## src/rtl/csr_pkg.sv

```systemverilog
// csr_pkg: shared CSR addresses, bundle types and mstatus fields.
// Imported by the CSR register file and its storage block.
package csr_pkg;

  localparam int CSR_OPS_N = 3;

  localparam logic [11:0] CSR_MSTATUS  = 12'h300;
  localparam logic [11:0] CSR_MIE      = 12'h304;
  localparam logic [11:0] CSR_MTVEC    = 12'h305;
  localparam logic [11:0] CSR_MSCRATCH = 12'h340;
  localparam logic [11:0] CSR_MEPC     = 12'h341;
  localparam logic [11:0] CSR_MCAUSE   = 12'h342;
  localparam logic [11:0] CSR_MTVAL    = 12'h343;
  localparam logic [11:0] CSR_MIP      = 12'h344;
  localparam logic [11:0] CSR_MCYCLE   = 12'hB00;
  localparam logic [11:0] CSR_MINSTRET = 12'hB02;

  localparam int MSTATUS_MIE    = 3;
  localparam int MSTATUS_MPIE   = 7;
  localparam int MSTATUS_MPP_LO = 11;
  localparam int MSTATUS_MPP_HI = 12;

  // Direct-mode vectors and word-aligned return PCs.
  localparam logic [63:0] CSR_ALIGN_MASK = ~64'h3;

  typedef struct packed {
    logic [11:0] addr;
    logic [63:0] data;
    logic        we;
  } csr_op_t;

  typedef enum logic [1:0] {
    KIND_NONE  = 2'd0,
    KIND_CSR   = 2'd1,
    KIND_ECALL = 2'd2,
    KIND_MRET  = 2'd3
  } csr_kind_t;

  function automatic logic csr_known(
    input logic [11:0] addr
  );
    logic hit;
    hit = 1'b0;
    case (addr)
      CSR_MSTATUS,
      CSR_MIE,
      CSR_MTVEC,
      CSR_MSCRATCH,
      CSR_MEPC,
      CSR_MCAUSE,
      CSR_MTVAL,
      CSR_MIP,
      CSR_MCYCLE,
      CSR_MINSTRET: hit = 1'b1;
      default:      hit = 1'b0;
    endcase
    return hit;
  endfunction

endpackage

```

## src/rtl/csr_regs.sv

```systemverilog
// csr_regs: machine-mode CSR storage with one write port,
// free-running counters and a combinational read mux.
module csr_regs
  import csr_pkg::*;
(
  input  logic        clk,
  input  logic        reset,
  input  logic        wr_en,
  input  logic [11:0] wr_addr,
  input  logic [63:0] wr_data,
  input  logic        retire,
  input  logic [11:0] rd_addr,
  output logic [63:0] rd_data,
  output logic        wr_miss,
  output logic [63:0] mtvec,
  output logic [63:0] mepc
);

  logic [63:0] mstatus;
  logic [63:0] mie;
  logic [63:0] mscratch;
  logic [63:0] mcause;
  logic [63:0] mtval;
  logic [63:0] mip;
  logic [63:0] mcycle;
  logic [63:0] minstret;

  // Flag writes that land on an address with no backing register.
  always_comb begin
    wr_miss = wr_en && !csr_known(wr_addr);
  end

  // Counters tick first; an explicit write later in the block wins.
  always_ff @(posedge clk or posedge reset) begin
    if (reset) begin
      mstatus  <= '0;
      mie      <= '0;
      mtvec    <= '0;
      mscratch <= '0;
      mepc     <= '0;
      mcause   <= '0;
      mtval    <= '0;
      mip      <= '0;
      mcycle   <= '0;
      minstret <= '0;
    end else begin
      mcycle <= mcycle + 64'd1;
      if (retire) begin
        minstret <= minstret + 64'd1;
      end
      if (wr_en) begin
        case (wr_addr)
          CSR_MSTATUS:  mstatus  <= wr_data;
          CSR_MIE:      mie      <= wr_data;
          CSR_MTVEC:    mtvec    <= wr_data & CSR_ALIGN_MASK;
          CSR_MSCRATCH: mscratch <= wr_data;
          CSR_MEPC:     mepc     <= wr_data & CSR_ALIGN_MASK;
          CSR_MCAUSE:   mcause   <= wr_data;
          CSR_MTVAL:    mtval    <= wr_data;
          CSR_MIP:      mip      <= wr_data;
          CSR_MCYCLE:   mcycle   <= wr_data;
          CSR_MINSTRET: minstret <= wr_data;
          default: ;
        endcase
      end
    end
  end

  // Read committed state only; unknown addresses read as zero.
  always_comb begin
    rd_data = '0;
    case (rd_addr)
      CSR_MSTATUS:  rd_data = mstatus;
      CSR_MIE:      rd_data = mie;
      CSR_MTVEC:    rd_data = mtvec;
      CSR_MSCRATCH: rd_data = mscratch;
      CSR_MEPC:     rd_data = mepc;
      CSR_MCAUSE:   rd_data = mcause;
      CSR_MTVAL:    rd_data = mtval;
      CSR_MIP:      rd_data = mip;
      CSR_MCYCLE:   rd_data = mcycle;
      CSR_MINSTRET: rd_data = minstret;
      default:      rd_data = '0;
    endcase
  end

endmodule

```

## src/rtl/csr_file.sv

```systemverilog
// csr_file: accepts retiring CSR bundles, serializes them onto
// one write port, and raises trap/return redirects.
module csr_file
  import csr_pkg::*;
#(
  parameter int N_OPS = CSR_OPS_N
) (
  input  logic        clk,
  input  logic        reset,
  input  logic        commit_valid,
  output logic        commit_ready,
  input  csr_op_t     commit_ops [N_OPS],
  input  csr_kind_t   commit_kind,
  input  logic        retire,
  input  logic [11:0] rd_addr,
  output logic [63:0] rd_data,
  output logic        redirect_valid,
  output logic [63:0] redirect_pc,
  output logic        wr_err
);

  typedef enum logic {
    IDLE  = 1'b0,
    DRAIN = 1'b1
  } state_t;

  state_t      state;
  state_t      state_nxt;
  csr_op_t     pend [N_OPS];
  csr_op_t     src  [N_OPS];
  csr_op_t     rest [N_OPS];
  csr_kind_t   kind_q;
  csr_kind_t   kind_src;
  logic        src_live;
  logic        found;
  logic        more;
  logic        accept;
  logic        fin;
  logic        redir_kind;
  logic        mret_q;
  logic        wr_en;
  logic [11:0] wr_addr;
  logic [63:0] wr_data;
  logic        wr_miss;
  logic [63:0] mtvec;
  logic [63:0] mepc;

  // Feed the write port from the live bundle in IDLE, else the buffer.
  always_comb begin
    src      = pend;
    src_live = 1'b1;
    kind_src = kind_q;
    if (state == IDLE) begin
      src      = commit_ops;
      src_live = commit_valid;
      kind_src = commit_kind;
    end
  end

  // Take the lowest active slot; whatever is still active remains.
  always_comb begin
    found   = 1'b0;
    wr_addr = '0;
    wr_data = '0;
    rest    = src;
    for (int i = 0; i < N_OPS; i++) begin
      if (!found && src[i].we) begin
        found       = 1'b1;
        wr_addr     = src[i].addr;
        wr_data     = src[i].data;
        rest[i].we  = 1'b0;
      end
    end
    more = 1'b0;
    for (int i = 0; i < N_OPS; i++) begin
      more = more | rest[i].we;
    end
  end

  // State register.
  always_ff @(posedge clk or posedge reset) begin
    if (reset) begin
      state <= IDLE;
    end else begin
      state <= state_nxt;
    end
  end

  // Stay in DRAIN until the edge that writes the final pending slot.
  always_comb begin
    state_nxt = state;
    unique case (state)
      IDLE:  if (accept && more) state_nxt = DRAIN;
      DRAIN: if (!more)          state_nxt = IDLE;
    endcase
  end

  // Handshake, write strobe and bundle-finished decode.
  always_comb begin
    commit_ready = (state == IDLE);
    accept       = commit_ready && commit_valid;
    wr_en        = src_live && found;
    fin          = src_live && !more;
    redir_kind   = (kind_src == KIND_ECALL)
                || (kind_src == KIND_MRET);
  end

  // Hold leftover slots and the bundle kind across DRAIN.
  always_ff @(posedge clk or posedge reset) begin
    if (reset) begin
      for (int i = 0; i < N_OPS; i++) begin
        pend[i] <= '0;
      end
      kind_q <= KIND_NONE;
    end else if (src_live) begin
      pend <= rest;
      if (state == IDLE) begin
        kind_q <= commit_kind;
      end
    end
  end

  // Redirect and error pulses follow the edge that finished the work.
  always_ff @(posedge clk or posedge reset) begin
    if (reset) begin
      redirect_valid <= 1'b0;
      mret_q         <= 1'b0;
      wr_err         <= 1'b0;
    end else begin
      redirect_valid <= fin && redir_kind;
      mret_q         <= (kind_src == KIND_MRET);
      wr_err         <= wr_miss;
    end
  end

  // Registers already hold every write of the bundle by the pulse cycle.
  always_comb begin
    redirect_pc = '0;
    if (redirect_valid) begin
      redirect_pc = mret_q ? mepc : mtvec;
    end
  end

  csr_regs u_regs (
    .clk     (clk),
    .reset   (reset),
    .wr_en   (wr_en),
    .wr_addr (wr_addr),
    .wr_data (wr_data),
    .retire  (retire),
    .rd_addr (rd_addr),
    .rd_data (rd_data),
    .wr_miss (wr_miss),
    .mtvec   (mtvec),
    .mepc    (mepc)
  );

endmodule
```

## config.mk

```make
export PLATFORM = sky130hd
export DESIGN_NAME = csr_file
export DESIGN_NICKNAME = d
export VERILOG_FILES = /design/src/rtl/csr_pkg.sv /design/src/rtl/csr_regs.sv /design/src/rtl/csr_file.sv
export SDC_FILE = /design/constraint.sdc
export NUM_CORES = 2
export LEC_CHECK = 0
export CORE_MARGIN = 2
export CORE_UTILIZATION = 52
export DETAILED_ROUTE_END_ITERATION = 8
export PLACE_DENSITY = 0.73
export SYNTH_ARGS = -nofsm -noshare
export SYNTH_HDL_FRONTEND = slang
export SYNTH_SLANG_ARGS = --single-unit
export TNS_END_PERCENT = 5
```

## constraint.sdc

```tcl
create_clock -name clk -period 46.4 [get_ports clk]
set_clock_uncertainty 0.2 [all_clocks]
set_input_delay 13.92 -clock clk [delete_from_list [all_inputs] [get_ports clk]]
set_output_delay 13.92 -clock clk [all_outputs]
set_load 0.01 [all_outputs]
```

======== After elaboration in Yosys (flattened, before gate mapping) ========
Cells that the tools add are included.
Widths: inputs -> output; s select.
storage, ports and cells
  output and inout bits ................... 131
  flip-flop bits (word level) ............. 872
operators by class
  muxes and demuxes ....................... 26
  reductions and logical operators ........ 22
  add/sub/neg operators ................... 2
  bitwise logic cells ..................... 2
  equal/unequal tests ..................... 22
operators with widths
  kind                   count
  $mux 64                10
  $pmux 64 s10           1
  $mux 231               1
  $eq 12x10->1 const B   16
  $add 64x1->64 const B  2
  $eq 12x12->1 const B   4
  $mux 12                3
  $reduce_and 2->1       8
  $reduce_or 10->1       1
  $mux 1                 9
  $logic_and 1x1->1      8
  $eq 2x2->1 const B     2
  $logic_not 1->1        4
  $mux 2                 1
  $pmux 1 s2             1
  $logic_or 1x1->1       1
  $not 1->1              1
  $or 1x1->1             1

======== Longest topological paths before layout ========
  word-level depth ........................ 13
  depth in mapped cells ................... 9

======== Cells and area by module ========
From an unflattened synthesis, not the netlist that was laid out.
unflattened totals
  cells, all modules ...................... 3,499
  area total of the unflattened synthesis .. 40,681.5 um^2
by module, submodules not included
  module    cells an instance  area an instance (um^2)  instances
  csr_regs  2,642              30,953.4                 1
  csr_file  857                9,728.1                  1

======== Worst setup path after synthesis ========
No wires, ideal clock.
  kind .................................... input -> output
  start point ............................. input rd_addr[10]
  end point ............................... output rd_data[10]
  stages .................................. 8
  slack ................................... 16.671 ns
  buffers on the path ..................... 2
  arrival time ............................ 15.609 ns
  path through ............................ nor4_1 > nand3_1 > nor2_1 > and2_1 > clkbuf_1 > clkbuf_1 > a21oi_1 > nand3_1
on the way
  word-level cells in the longest chain between the ends .. 2
  elaborated cells on any way between the ends .. 11
  those cells by class .................... eq/ne (10); mux (1)
ends and longest elaborated chain
  what                                          line            RTL
  from (decl)                                   csr_file.sv:15  input logic [11:0] rd_addr,
  $eq 12x12->1 or $eq 12x10->1 (tied branches)  csr_regs.sv:72  case (rd_addr)
  $pmux 64 s10 *                                csr_regs.sv:72
  to (decl)                                     csr_file.sv:16  output logic [63:0] rd_data,
Every way passes the cells marked *; elsewhere a longest branch is shown, timed or not.

======== Final worst setup path ========
  start point ............................. input rd_addr[1]
  end point ............................... output rd_data[62]
The elaborated chain is that of the path after synthesis.

==> results.txt <==
Setup violations remaining at the end of the flow were counted as 0. The H-tree depth reported by CTS was 3; the placer congestion estimate was 0.855. The initial cell density of the core was 0.526; the number of clock sinks seen by CTS was 796. During synthesis, Yosys emitted a total of 0 warnings. The tools report the number of pins exceeding their max-slew limit in the final report as 0. For this run, the leading register cell type out of synthesis is dfrtp_1.

Post-CTS repair changed the size of 0 cells. Power spread over the standard cell area amounts to 36.2 mW/mm^2. The run finished with clean final reports. Once detail routing completed, the nets flagged for antenna violations numbered 0. Summed over all failing endpoints, the final setup total negative slack is 0 ns. The logs give 185 mm for the first-pass GRT wire length and 0.497 for the share of the yosys chip area belonging to registers. The delay of the slowest cell on the worst path is 1.04 ns, and the total vias in the final route is 29.4k. The worst slew margin relative to its limit is 0.0985. The critical path is of the input pin to output pin type. STA classifies the critical path startpoint as an input pin. The worst path meets setup with 13.71 ns of slack. Before CTS, the worst setup slack after placement is 13.64 ns.

Cell type group with the largest total delay on the critical path: simple AND/OR/NAND/NOR gates. The final standard cell utilization of the core came out at 0.623. The tools report the total count of hold-check failures in the final report as 0. The clock period could shrink to 32.69 ns. Share of cells above drive strength 1: 0.267.

The first TritonRoute pass finished after 6 iterations. After detailed routing, no signal wire sits above met5. The detailed router's first-iteration violation count is 2,351, and the worst endpoint data arrival time is 18.57 ns.

The floorplan has 101 rows. Traced cell by cell, the critical path runs through buf_6, nor2_1, nand4_1, nor4b_2, buf_4, a22oi_1, nand3_1, clkdlybuf4s50_1. The number of CTS-inserted buffers was 87. The cell sitting at the root of the clock tree is a clkbuf_16. The slowest stage of the critical path is the nor4b_2 cell.

Excluding fillers, the count of instances in the completed layout stands at 4,673. The total routing resource utilization after global routing is 0.304. The number of enable flip-flop cells after synthesis works out to 0.

The final wirelength is 121 mm, and the met3 wirelength from detailed routing is 7.12 mm. For the worst-skew pair, the clock arrives at the later sink with an insertion delay of 0.64 ns. The register bit count reported by yosys works out to 796.

The tools report the count of max-cap constraint violations as 0. The post-route clock period utilization is 0.705. For the detailed placer's ending HPWL, the log shows 75.3 mm. The buffers plus inverters on the worst setup path was 3; the share of the synthesized area in the top cell type was 0.497. The highest fanout seen on the critical path is 57, and the via density per instance is 6.29. Summed over all nets, wire length on met2 after detailed routing comes to 58.7 mm. The logs give 30.6 MHz for the achievable clock frequency and 4,516 for the number of placed cells counting well taps. The DRC violation count after routing is 0. The most common library cell in the layout ignoring fill and taps is dfrtp_1. The number of distinct library cells after synthesis was 65.

Kind of end point of the critical path: an output pin. The run gives 3,826 as the final layout net count. For the number of buffers on the longest clock path, the log shows 3. The die footprint was 0.0794 sq mm; the via count of the first global-routing pass was 30.3k.

In the layout the commonest cells are dfrtp_1 (792), mux2_2 (723), clkdlybuf4s50_1 (374). Async set-reset flop share out of synthesis: 1.00. TritonCTS built the clock tree. Summed over all layers, the global routing overflow is 0. Clock-pin slew was measured on the worst setup and hold paths at 0.06 ns.

Die boundary height: 282 microns. The peak ir drop on the vdd network was 0.0280 mV; the core outline area was 0.0762 sq mm. The number of cells produced by synthesis was 3,274; the number of buffers added on ports was 377. The initial antenna violation count is 4, and the transition time of the tightest slew-check pin is 1.35 ns. After synthesis the cells add up to 0.0401 sq mm.

The tools report the number of buffers inserted to repair setup after CTS as 0. The reported leakage power was 21.2 nW; the worst hold slack was 0.280 ns. The largest area contributor in the synthesized netlist was dfrtp_1.

Setup repair after global routing left no endpoint under its margin. From synthesis to final layout, the design area changed by 18.4%. The detailed-route wire length on metal 1 was 50.9 mm; the average wire per standard cell was 25.8 microns. Pin placement for this block handled 380 I/O pins.

The tools report the maximum number of pins on one net before global-route repair as 165. The die is 282 microns wide. The count of hold buffers inserted by post-cts repair is 0, and the synthesized area divided by synthesized cell count is 12.3 sq um.

Required time reported for the critical path endpoint: 32.28 ns. The path category of the worst min-delay check was flop to flop. After synthesis, the cell types taking the most area are dfrtp_1 (50%), mux2_2 (20%), mux2i_1 (4.1%).
[flip-flops by register name, summed over array words and instances, names as in the netlist, 2 cells and up]
register and flops:
pend 154, u_regs.mcause 64, u_regs.mcycle 64, u_regs.mie 64, u_regs.minstret 64, u_regs.mip 64
u_regs.mscratch 64, u_regs.mstatus 64, u_regs.mtval 64, u_regs.mepc 62, u_regs.mtvec 62, kind_q 2
[layer usage]
layer  vias to the layer above  GRT usage
li1                      12800          -
met1                     15300      0.403
met2                       987      0.510
met3                       246     0.0515
met4                         2     0.0982
met5                         -          0
[per-stage QoR]
step	power (mW)	cell area [sq um]
after floorplan	0.931	40100
after global placement	1.01	44500
after detailed placement	1.01	44500
after CTS	1.73	47500
after global routing	1.78	47500
final	1.72	47500
[cell usage after synthesis, types with 6 or more instances]
master,number
buf_2,22
dfrtp_1,796
nor3_1,33
nor2_1,86
mux2_2,723
clkbuf_1,148
inv_1,31
a32o_1,6
a22oi_1,208
xor2_1,63
buf_1,11
nor2b_1,67
nand2_1,72
mux2i_1,163
mux2_1,96
and3_1,16
a222oi_1,10
xnor2_1,62
buf_6,42
nand3_1,111
o21ai_0,18
a221oi_1,65
nor4_1,31
nor4_4,8
and2_1,6
a21oi_1,219
o22ai_1,56
nand4_1,41
[area by class of cell]
cell class / instances / area, sq um
fillers: 6009 / 28700
flip-flops and latches: 796 / 19900
multi-input cells: 2220 / 18900
repair buffers: 438 / 4250
clock buffers: 125 / 2550
well taps: 1030 / 1290
clock inverters: 30 / 384
inverters: 32 / 128
diodes: 2 / 5.00
[path summary, 6_finish.rpt]
path	slack, ns	end	start	depth (start not counted)
min in group asynchronous	13.64	u_regs.mie[8]	reset	2
min reg2reg	0.28	u_regs.mcause[21]	u_regs.mcause[21]	1
max	13.71	rd_data[62]	rd_addr[1]	8
max reg2reg	40.85	u_regs.mtval[25]	state	8
max in group asynchronous	28.96	u_regs.mstatus[40]	reset	5
min	0.28	u_regs.mcause[21]	u_regs.mcause[21]	1
[where the power goes]
part | total, mW | switching [mW] | internal [mW]
clock network | 0.714 | 0.288 | 0.426
registers | 0.793 | 0.0448 | 0.748
logic | 0.212 | 0.115 | 0.0976
total | 1.72 | 0.447 | 1.27
[logic make-up after synthesis]
family                     share of synthesized area
buffers and inverters                         0.0332
and+or+nand+nor                               0.0698
xor gates and xnor gates                      0.0273
DFF                                            0.497
muxes                                          0.271
adders and majority gates                   0.000873
other                                      0.0000935
AOI/OAI and AO/OA                              0.101
Power figures use the tool's default switching activity.
